**config.mk**
```make
export PLATFORM = sky130hd
export DESIGN_NAME = multi_dir_traffic_controller
export DESIGN_NICKNAME = d
export VERILOG_FILES = /design/src/rtl/multi_dir_traffic_controller_pkg.sv /design/src/rtl/multi_dir_traffic_controller_tl_interval_timer.sv /design/src/rtl/multi_dir_traffic_controller.sv
export SDC_FILE = /design/constraint.sdc
export NUM_CORES = 1
export LEC_CHECK = 0
export CAP_MARGIN = 20
export CORE_MARGIN = 1
export CORE_UTILIZATION = 45
export CTS_CLUSTER_DIAMETER = 200
export DETAILED_ROUTE_END_ITERATION = 10
export SKIP_CTS_REPAIR_TIMING = 1
export SLEW_MARGIN = 25
export SYNTH_ARGS = -nofsm -noshare
export SYNTH_HDL_FRONTEND = slang
export SYNTH_SLANG_ARGS = --single-unit
```
**constraint.sdc**
```tcl
create_clock -name clk -period 2.78 [get_ports clk]
set_input_delay 0.556 -clock clk [delete_from_list [all_inputs] [get_ports clk]]
set_output_delay 0.556 -clock clk [all_outputs]
set_load 0.01 [all_outputs]
```
**src/rtl/multi_dir_traffic_controller_pkg.sv**
```systemverilog
// Shared state encoding and lamp patterns for the multi-direction traffic controller.
package multi_dir_traffic_controller_pkg;

  typedef enum logic [1:0] {
    ALLRED = 2'd0,
    GREEN  = 2'd1,
    YELLOW = 2'd2,
    FLASH  = 2'd3
  } tl_state_e;

  localparam logic [2:0] LAMP_RED = 3'b100;
  localparam logic [2:0] LAMP_YEL = 3'b010;
  localparam logic [2:0] LAMP_GRN = 3'b001;
  localparam logic [2:0] LAMP_OFF = 3'b000;

  // Lamp pattern for one direction; owner means this direction holds the current phase.
  function automatic logic [2:0] lamp_for(input tl_state_e st, input logic owner, input logic toggle);
    logic [2:0] lamp;
    case (st)
      GREEN:   lamp = owner ? LAMP_GRN : LAMP_RED;
      YELLOW:  lamp = owner ? LAMP_YEL : LAMP_RED;
      FLASH:   lamp = toggle ? LAMP_YEL : LAMP_OFF;
      default: lamp = LAMP_RED;
    endcase
    return lamp;
  endfunction

endpackage

```
**src/rtl/multi_dir_traffic_controller_tl_interval_timer.sv**
```systemverilog
// Loadable down-counter that stops at zero; zero marks the last clock of an interval.
module tl_interval_timer #(
  parameter int             CNT_W   = 8,
  parameter logic [CNT_W-1:0] RST_VAL = {CNT_W{1'b0}}
) (
  input  logic             clk,
  input  logic             reset,
  input  logic             load,
  input  logic [CNT_W-1:0] load_val,
  input  logic             dec,
  output logic             zero
);

  logic [CNT_W-1:0] cnt_q;
  logic [CNT_W-1:0] cnt_d;

  always_comb begin
    cnt_d = cnt_q;
    if (load) begin
      cnt_d = load_val;
    end else if (dec && (cnt_q != {CNT_W{1'b0}})) begin
      cnt_d = cnt_q - CNT_W'(1);
    end else begin
      cnt_d = cnt_q;
    end
  end

  always_ff @(posedge clk or posedge reset) begin
    if (reset) begin
      cnt_q <= RST_VAL;
    end else begin
      cnt_q <= cnt_d;
    end
  end

  assign zero = (cnt_q == {CNT_W{1'b0}});

endmodule

```
**src/rtl/multi_dir_traffic_controller.sv**
```systemverilog
// Round-robin green/yellow/all-red sequencer for N_DIR approaches with pedestrian
// green extension and a flashing-yellow maintenance mode.
module multi_dir_traffic_controller
  import multi_dir_traffic_controller_pkg::*;
#(
  parameter int N_DIR          = 2,
  parameter int GREEN_CYCLES   = 8,
  parameter int YELLOW_CYCLES  = 3,
  parameter int ALLRED_CYCLES  = 2,
  parameter int PED_EXT_CYCLES = 4,
  parameter int FLASH_HALF     = 5,
  parameter int CNT_W          = 8,
  localparam int PH_W          = (N_DIR > 1) ? $clog2(N_DIR) : 1
) (
  input  logic                 clk,
  input  logic                 reset,
  input  logic                 flash_en,
  input  logic [N_DIR-1:0]     ped_req,
  output logic [3*N_DIR-1:0]   lights,
  output logic [N_DIR-1:0]     walk,
  output logic [PH_W-1:0]      phase
);

  localparam logic [CNT_W-1:0] ALLRED_LD    = CNT_W'(ALLRED_CYCLES - 1);
  localparam logic [CNT_W-1:0] GREEN_LD     = CNT_W'(GREEN_CYCLES - 1);
  localparam logic [CNT_W-1:0] GREEN_EXT_LD = CNT_W'(GREEN_CYCLES + PED_EXT_CYCLES - 1);
  localparam logic [CNT_W-1:0] YELLOW_LD    = CNT_W'(YELLOW_CYCLES - 1);
  localparam logic [CNT_W-1:0] FLASH_LD     = CNT_W'(FLASH_HALF - 1);
  localparam logic [PH_W-1:0]  LAST_PH      = PH_W'(N_DIR - 1);

  tl_state_e            state_q, state_d;
  logic [PH_W-1:0]      phase_q, phase_d;
  logic                 served_q, served_d;
  logic                 toggle_q, toggle_d;
  logic [N_DIR-1:0]     ped_latch_q, ped_latch_d;
  logic [N_DIR-1:0]     ped_clr;
  logic [3*N_DIR-1:0]   lights_q, lights_d;
  logic [N_DIR-1:0]     walk_q, walk_d;

  logic                 st_load, st_dec, st_zero;
  logic [CNT_W-1:0]     st_load_val;
  logic                 fl_load, fl_dec, fl_zero;

  tl_interval_timer #(.CNT_W(CNT_W), .RST_VAL(ALLRED_LD)) u_state_timer (
    .clk(clk), .reset(reset), .load(st_load), .load_val(st_load_val), .dec(st_dec), .zero(st_zero)
  );

  tl_interval_timer #(.CNT_W(CNT_W), .RST_VAL(FLASH_LD)) u_flash_timer (
    .clk(clk), .reset(reset), .load(fl_load), .load_val(FLASH_LD), .dec(fl_dec), .zero(fl_zero)
  );

  // served_q remembers whether the current green was entered with its pedestrian latch set.
  always_comb begin
    state_d     = state_q;
    phase_d     = phase_q;
    served_d    = served_q;
    toggle_d    = toggle_q;
    ped_clr     = {N_DIR{1'b0}};
    st_load     = 1'b0;
    st_load_val = ALLRED_LD;
    st_dec      = 1'b0;
    fl_load     = 1'b0;
    fl_dec      = 1'b0;
    if (flash_en) begin
      served_d = 1'b0;
      if (state_q != FLASH) begin
        state_d  = FLASH;
        toggle_d = 1'b1;
        fl_load  = 1'b1;
      end else if (fl_zero) begin
        toggle_d = ~toggle_q;
        fl_load  = 1'b1;
      end else begin
        fl_dec = 1'b1;
      end
    end else begin
      case (state_q)
        ALLRED: begin
          if (st_zero) begin
            state_d     = GREEN;
            served_d    = ped_latch_q[phase_q];
            st_load     = 1'b1;
            st_load_val = ped_latch_q[phase_q] ? GREEN_EXT_LD : GREEN_LD;
          end else begin
            st_dec = 1'b1;
          end
        end
        GREEN: begin
          if (st_zero) begin
            state_d          = YELLOW;
            served_d         = 1'b0;
            ped_clr[phase_q] = served_q;
            st_load          = 1'b1;
            st_load_val      = YELLOW_LD;
          end else begin
            st_dec = 1'b1;
          end
        end
        YELLOW: begin
          if (st_zero) begin
            state_d     = ALLRED;
            phase_d     = (phase_q == LAST_PH) ? {PH_W{1'b0}} : phase_q + PH_W'(1);
            st_load     = 1'b1;
            st_load_val = ALLRED_LD;
          end else begin
            st_dec = 1'b1;
          end
        end
        FLASH: begin
          state_d     = ALLRED;
          phase_d     = {PH_W{1'b0}};
          toggle_d    = 1'b0;
          st_load     = 1'b1;
          st_load_val = ALLRED_LD;
        end
        default: begin
          state_d     = ALLRED;
          phase_d     = {PH_W{1'b0}};
          served_d    = 1'b0;
          toggle_d    = 1'b0;
          st_load     = 1'b1;
          st_load_val = ALLRED_LD;
        end
      endcase
    end
    // A new request on the clearing edge wins, so it is served on the next green.
    ped_latch_d = (ped_latch_q & ~ped_clr) | ped_req;
  end

  always_comb begin
    lights_d = {N_DIR{LAMP_RED}};
    walk_d   = {N_DIR{1'b0}};
    for (int i = 0; i < N_DIR; i++) begin
      lights_d[3*i +: 3] = lamp_for(state_d, phase_d == PH_W'(i), toggle_d);
      walk_d[i]          = (state_d == GREEN) && served_d && (phase_d == PH_W'(i));
    end
  end

  always_ff @(posedge clk or posedge reset) begin
    if (reset) begin
      state_q     <= ALLRED;
      phase_q     <= {PH_W{1'b0}};
      served_q    <= 1'b0;
      toggle_q    <= 1'b0;
      ped_latch_q <= {N_DIR{1'b0}};
      lights_q    <= {N_DIR{LAMP_RED}};
      walk_q      <= {N_DIR{1'b0}};
    end else begin
      state_q     <= state_d;
      phase_q     <= phase_d;
      served_q    <= served_d;
      toggle_q    <= toggle_d;
      ped_latch_q <= ped_latch_d;
      lights_q    <= lights_d;
      walk_q      <= walk_d;
    end
  end

  assign lights = lights_q;
  assign walk   = walk_q;
  assign phase  = phase_q;

endmodule
```
### Yosys cells after proc, flatten, opt, wreduce, memory -nomap -nowiden

Index checks and enable logic that the tools add are counted.

| word-level totals | value |
|---|---|
| register bits | 31 |
| output and inout port bits | 9 |

| operators by class | value |
|---|---|
| muxes and demuxes | 53 |
| add/sub/neg operators | 3 |
| reduce and logical (&&, ||, !) cells | 15 |
| eq/ne operators | 7 |
| magnitude comparators | 2 |
| bitwise operators | 6 |

Operator list:

| operator | number |
|---|---|
| 8-bit two-way mux | 5 |
| 1-bit two-way mux | 24 |
| 8-bit case mux with 3 select lines | 1 |
| 2-bit two-way mux | 10 |
| 3-bit case mux with 3 select lines | 2 |
| 8-bit zero test | 2 |
| 8-bit nonzero test | 2 |
| 8-bit by 1-bit subtractor with 8-bit output, second input constant | 2 |
| 3-bit two-way mux | 4 |
| 2-bit equality test, second input constant | 4 |
| 4-bit two-way mux | 2 |
| 2-bit case mux with 4 select lines | 1 |
| 1-bit logical AND | 6 |
| 1-bit case mux with 2 select lines | 3 |
| 2-bit AND | 2 |
| 2-bit by 1-bit equality test with 1-bit output, second input constant | 2 |
| 2-bit nonzero test | 2 |
| 3-bit OR reduction | 1 |
| 2-bit zero test | 1 |
| 1-bit by 2-bit less-than comparator with 1-bit output, second input constant | 1 |
| 2-bit != test, second input constant | 1 |
| 1-bit NOT | 2 |
| 2-bit NOT | 1 |
| 2-bit OR | 1 |
| 4 further kinds | 4 |

### Logic depth before layout (Yosys ltp)

Gate-level depths: netlist of the first run.

| logic depth | value |
|---|---|
| depth after elaboration | 11 |
| depth in mapped cells | 7 |

### Hierarchy

A second synthesis of the first run with hierarchy kept.

| second synthesis, totals | value |
|---|---|
| cell total of the unflattened synthesis | 184 |
| area total of the unflattened synthesis | 1716.6 um2 |

By module, submodules not included:

| module | cells an instance | instances | sequential area each (um2) | area an instance (um2) |
|---|---|---|---|---|
| tl_interval_timer | 53 | 2 | 201.4 | 496.7 |
| multi_dir_traffic_controller | 78 | 1 | 377.9 | 723.2 |

### Least setup slack after synthesis of the first run

No wires, ideal clock.

| timing | value |
|---|---|
| path kind | flip-flop to flip-flop |
| from | reg u_state_timer.cnt_q[0] |
| to | reg state_q[0] |
| buffers on the path | 1 |
| slack | 1.060 ns |
| clock period less this slack | 1.720 ns |
| required time | 2.644 ns |
| cell stages (with the launch flop) | 8 |
| arrival time | 1.585 ns |
| path through | dfstp_2 > inv_1 > ha_1 > nor3b_4 > and2_1 > buf_4 > xnor2_1 > o21ai_1 |

| on the way | value |
|---|---|
| longest elaborated chain between the ends | 4 |
| elaborated cells between the ends (all ways) | 6 |
| classes of those cells | 5 x mux; 1 x reduce/logical |

Ends and longest elaborated chain:

| item | line | RTL |
|---|---|---|
| start: declaration | multi_dir_traffic_controller_tl_interval_timer.sv:14 | `logic [CNT_W-1:0] cnt_q;` |
| start signal: assignment | multi_dir_traffic_controller_tl_interval_timer.sv:32 | `cnt_q <= cnt_d;` |
| 8-bit zero test (*) | multi_dir_traffic_controller_tl_interval_timer.sv:36 | `assign zero = (cnt_q == {CNT_W{1'b0}});` |
| 2-bit two-way mux (on tied branches) | multi_dir_traffic_controller.sv:100, multi_dir_traffic_controller.sv:79, multi_dir_traffic_controller.sv:89 |  |
| 2-bit case mux with 4 select lines (*) | multi_dir_traffic_controller.sv:77 | `case (state_q)` |
| 2-bit two-way mux (*) | multi_dir_traffic_controller.sv:64 | `if (flash_en) begin` |
| net state_d[0] | multi_dir_traffic_controller.sv:31 | `tl_state_e state_q, state_d;` |
| end signal: assignment | multi_dir_traffic_controller.sv:149 | `state_q <= state_d;` |
| end: declaration | multi_dir_traffic_controller.sv:31 |  |

The timed path passes the listed nets; every way through them passes the cells marked *.
A chain may end at the register's enable or synchronous reset.

### Worst setup path after layout of the first run

| timing | value |
|---|---|
| from | reg phase_q, in the netlist phase |
| to | out phase |

RTL lines:

| item | line | RTL |
|---|---|---|
| start: declaration | multi_dir_traffic_controller.sv:32 | `logic [PH_W-1:0] phase_q, phase_d;` |
| start signal: assignment | multi_dir_traffic_controller.sv:142 | `phase_q <= {PH_W{1'b0}};` |
| start signal: assignment | multi_dir_traffic_controller.sv:150 | `phase_q <= phase_d;` |
| end: declaration | multi_dir_traffic_controller.sv:21 | `output logic [PH_W-1:0] phase` |

No word-level cell between the ends.

==> results.tsv, run 1 <==
metric	value	unit
iteration-0 DRC count of the detailed router	93	
grt ovf	0	
Worst setup SP type	flip-flop	
Core ar.	3470	um^2
Hold Path Class	reg -> reg	
Routed WL	3520	um
#FFs+latches synth	31	
drt drc	0	
share of layout cells above drive strength 1	12.6	%
H-Tree Level Count	2	
first-pass GRT wire length	6200	um
register area share after synthesis	46.1	%
CP endpoint kind	output pin	
Max VDD drop	0.689	mV
Netlist cell types	47	
crit path time final	2060	ps
CP bufs+invs	1	
Initial Utilization	48.8	%
post-synthesis adder-cell area fraction	2.95	%
status	completed	
final hold vios	0	
Final period util	73.9	%
leak pwr	0.000806	uW
final number of max-transition violations	0	
Die Ht	63.4	um
cell type with the largest total area after synthesis	dfrtp_1	
Avg Inst Size Synth	9.63	um^2
main combinational cell family by area after synthesis	compound AO/OA/AOI/OAI gates	
hold slack	493	ps
clk sinks	31	
Initial DRT Pass Iterations	4	
# setup viols final	0	
CP arrival	1500	ps
Crit Path Category	reg -> out	
row count	21	
RD Place Congestion	0.814	
Worst path slowest cell	clkdlybuf4s50_1	
Reg clk slew, reported paths	60	ps
crit path max fanout	12	
Synth Area in Compound Gates	21.5	%
multiplexer share of the synthesized area	1.26	%
Post-Synth Simple-Gate Area	21.5	%
Routed wire per std cell	14.9	um
clock root cell	clkbuf_8	
Sequential Area	781	um^2
PwrDens	1040	nW/um^2
RSZ-0062 raised after global routing	no	
die area	4010	um^2
Mapped Nets	185	
yosys warns	0	
cells along the critical path	clkdlybuf4s50_1	
port bufs	13	
EDFF count, synth	0	
via density per instance	5.76	
initial antenna violation count	0	
Layout Nets	198	
remaining antenna violation count	0	
Worst-Margin Slew	670	ps
largest net degree at the start of global routing	32	
CP required	2220	ps
Post-Syn Instances	176	
MaxCap Viol Count	0	
GRT Total Usage	20.1	%
Rel. slew slack	55.0	%
vias in the first global route	1311	
setup total negative slack	0	ps
top-count cell post-synth	dfrtp_1	
P&R area growth vs syn	16.1	%
Post-Synth XOR/XNOR Area	1.03	%
Clk Latency, worst-skew pair	280	ps
TritonCTS buffer count	5	
commonest cells in the netlist	dfrtp_1, nand2_1, a21oi_1, o21ai_0, inv_1	
Die X	63.4	um
clk_skew	3.96	ps
# fillers	321	
Synth Cell Area	1690	um^2
Yosys top cell area share	39.9	%
crit-path leading delay family	buffers and inverters	
top post-synthesis cells by area	dfrtp_1, dfstp_2, a21oi_1	
Largest stage delay, worst path	620	ps
multi-input combinational cell area	817	um^2
CTS tree	yes	
async set-reset flop share out of synthesis	100	%
total number of vias	1359	
n_diodes	0	
total I/O pin count	14	
achievable frequency	487	MHz
Longest Clk Path Bufs	2	
Main synth FF type	dfrtp_1	
dpl hpwl	2320	um
[cell families after synthesis]
group                      count (synthesis)
AOI/OAI and AO/OA                         56
xor gates and xnor gates                   2
adders and majority gates                  4
buffers and inverters                     21
DFF                                       31
muxes                                      2
and+or+nand+nor                           60
[where the power goes]
group          switching (uW)  internal [uW]  leakage (uW)
clock                     170            290     0.0000612
sequential                188            592      0.000386
combinational             457            356      0.000358
total                     816           1240      0.000806
[through the flow]
| step | cells | utilization, % | power, uW | setup WS [ps] | area, um^2 |
|---|---|---|---|---|---|
| 4_1_cts | 236 | 56.7 | 2060 | 712 | 1970 |
| 2_1_floorplan | 176 | - | 1400 | 1060 | 1690 |
| 5_1_grt | 236 | 56.7 | 2200 | 653 | 1970 |
| 3_3_place_gp | 228 | 53.3 | 1570 | 804 | 1850 |
| 6_report | 236 | 56.7 | 2050 | 725 | 1970 |
| 3_5_place_dp | 228 | 53.3 | 1590 | 728 | 1850 |
[flip-flops by register name, indices dropped and copies added, names as in the netlist]
name / flops
u_state_timer.cnt_q: 8
served_q: 1
walk: 2
u_flash_timer.cnt_q: 8
phase: 1
lights: 6
toggle_q: 1
state_q: 2
ped_latch_q: 2
[cell type report]
type                       count  area share, %
clock buffer                   6           4.20
clock inverter                 2           1.78
inverter                      11           2.10
multi-input combinational    124           41.5
sequential                    31           39.7
tap                           46           2.93
timing repair buffer          16           7.76
[path summary, 6_finish.rpt]
path                            cells past startpoint                   start                     end  slack (ps)
min in group asynchronous                           3                   reset               lights[4]         650
worst min register to register                      1  u_flash_timer.cnt_q[7]  u_flash_timer.cnt_q[7]         490
worst max register to register                      4  u_state_timer.cnt_q[5]              state_q[0]         810
worst min-delay path                                1  u_flash_timer.cnt_q[7]  u_flash_timer.cnt_q[7]         490
max in group asynchronous                           3                   reset               lights[2]        1800
worst max-delay path                                1                   phase                   phase         720
[routing by layer]
metal	vias up	GRT usage, %	part of all wire (%)	routed length [um]
met5	-	0	0	0
met4	0	9.09	1.3	45
met3	5	4.35	3.2	111
met2	32	32.2	49	1710
met1	662	25.8	47	1650
li1	660	-	-	-
[cells in the final DEF, fill, tap and decap left out, drive strengths merged, types with 2 or more instances in the layout]
| master | instances |
|---|---|
| a21oi | 14 |
| o31ai | 6 |
| xnor2 | 2 |
| nand2b | 3 |
| dfrtp | 27 |
| dfstp | 4 |
| nor2b | 2 |
| a22o | 2 |
| o22ai | 2 |
| nand3 | 5 |
| o21ai | 15 |
| nor3b | 4 |
| clkdlybuf4s50 | 13 |
| nor4 | 4 |
| o211ai | 2 |
| nand2 | 15 |
| nand4b | 2 |
| a21o | 6 |
| nor3 | 7 |
| inv | 11 |
| and2 | 2 |
| ha | 4 |
| nor2 | 10 |
| nand4 | 3 |
| buf | 3 |
| clkbuf | 6 |
| a211oi | 2 |
No activity file was read; power rests on OpenSTA's default activity.
==> inputs of run 2 (changes only) <==
==> constraint.sdc (replaced) <==
create_clock -name clk -period 2 [get_ports clk]
set_input_delay 0.4 -clock clk [delete_from_list [all_inputs] [get_ports clk]]
set_output_delay 0.4 -clock clk [all_outputs]
set_load 0.01 [all_outputs]
==> results.tsv, run 2 (synthesized netlist as in run 1, its figures left out) <==
metric	value	unit	change
clk sinks	31		unchanged
Largest stage delay, worst path	570	ps	was 620 ps
Final period util	93.9	%	
Worst setup SP type	flip-flop		unchanged
CP endpoint kind	flip-flop		was output pin
share of layout cells above drive strength 1	15.7	%	was 12.6%
final number of max-transition violations	0		unchanged
status	completed		unchanged
largest net degree at the start of global routing	32		unchanged
# setup viols final	0		unchanged
Die X	63.4	um	unchanged
achievable frequency	533	MHz	
Hold Path Class	in -> async		was reg -> reg
Worst path slowest cell	dfstp_2		was clkdlybuf4s50_1
first-pass GRT wire length	6110	um	was 6200 um
via density per instance	5.74		was 5.76
Max VDD drop	0.667	mV	was 0.689 mV
Routed WL	3520	um	about the same
crit path max fanout	7		was 12
CP arrival	2030	ps	was 1500 ps
total power	2960	uW	was 2050 uW
remaining antenna violation count	0		unchanged
clock root cell	clkbuf_8		unchanged
setup total negative slack	0	ps	unchanged
clk_skew	5.51	ps	was 3.96 ps
Worst-Margin Slew	536	ps	was 670 ps
final hold vios	0		unchanged
RSZ-0062 raised after global routing	no		unchanged
TritonCTS buffer count	5		unchanged
GRT Total Usage	19.9	%	was 20.1%
drt drc	0		unchanged
# placed instances	234		was 228
Crit Path Category	reg -> reg		was reg -> out
grt ovf	0		unchanged
PwrDens	1460	nW/um^2	was 1040 nW/um^2
Longest Clk Path Bufs	2		unchanged
vias in the first global route	1319		was 1,311
CP required	2160	ps	was 2220 ps
MaxCap Viol Count	0		unchanged
crit path time final	1880	ps	
H-Tree Level Count	2		unchanged
CP bufs+invs	1		unchanged
CTS tree	yes		unchanged
row count	21		unchanged
Clk Latency, worst-skew pair	280	ps	about the same
Initial DRT Pass Iterations	4		unchanged
initial antenna violation count	0		unchanged
crit-path leading delay family	flip-flops		was buffers and inverters
port bufs	13		unchanged
final core occ	58.4	%	was 56.7%
Routed wire per std cell	14.5	um	was 14.9 um
n_diodes	0		unchanged
most common cell after layout, fill and taps aside	dfrtp_1		unchanged
P&R area growth vs syn	19.5	%	was 16.1%
iteration-0 DRC count of the detailed router	74		was 93
leak pwr	0.000840	uW	was 0.000806 uW
Core ar.	3470	um^2	unchanged
most frequent cells in the layout	dfrtp_1, nand2_1, a21oi_1, o21ai_0, clkdlybuf4s50_1		unchanged
cells along the critical path	inv_1 > ha_1 > nor3b_4 > and2_1 > xnor2_1 > o21ai_1		was clkdlybuf4s50_1
total I/O pin count	14		unchanged
dpl hpwl	2420	um	was 2320 um
total number of vias	1395		was 1,359
RD Place Congestion	0.797		was 0.814
non-filler instance count after layout	243		was 236
Layout Nets	205		was 198
Die Ht	63.4	um	unchanged
die area	4010	um^2	unchanged
Reg clk slew, reported paths	60	ps	about the same
Rel. slew slack	64.0	%	was 55.0%
Initial Utilization	48.8	%	unchanged
-- run 2: through the flow --
stage	hold WS, ps	setup WS [ps]	area [um^2]
2_1_floorplan	447	280	1690
3_3_place_gp	473	257	1890
3_5_place_dp	490	171	1890
4_1_cts	504	151	2010
5_1_grt	529	7.96	2020
6_report	496	122	2020
-- run 2: layout make-up --
cell class	instances	area (um^2)
clock buffer	6	82.6
inverter	11	41.3
tap	46	57.6
sequential	31	781
clock inverter	2	35.0
multi-input combinational	125	830
fill	326	1440
timing repair buffer	22	198
-- run 2: report_power, final --
group          total [uW]  internal, uW  switching (uW)
Combinational        1290           581             708
Clock                 638           403             236
Sequential           1030           824             204
-- run 2: path summary, 6_finish.rpt --
check | startpoint | endpoint | slack (ps) | cells after the start
min in group clk | u_flash_timer.cnt_q[7] | u_flash_timer.cnt_q[7] | 500 | 1
min reg2reg | u_flash_timer.cnt_q[7] | u_flash_timer.cnt_q[7] | 500 | 1
min | reset | lights[4] | 500 | 3
max reg2reg | u_state_timer.cnt_q[0] | state_q[0] | 120 | 6
max | u_state_timer.cnt_q[0] | state_q[0] | 120 | 6
max in group asynchronous | reset | u_state_timer.cnt_q[0] | 1180 | 3
-- run 2: worst register-to-register path: cells and delay by family (launching register included) --
family | cells | cell delay (ps)
DFF | 1 | 570
and+or+nand+nor | 2 | 430
xor gates and xnor gates | 1 | 340
adders and majority gates | 1 | 230
AOI/OAI and AO/OA | 1 | 110
buffers and inverters | 1 | 70
-- run 2: metal layers --
layer	up-vias	track usage, %	share of wire (%)
met3	8	4.35	4.6
met5	-	0	0
li1	676	-	-
met4	0	10.2	2.2
met2	38	30.2	46
met1	673	26.4	48
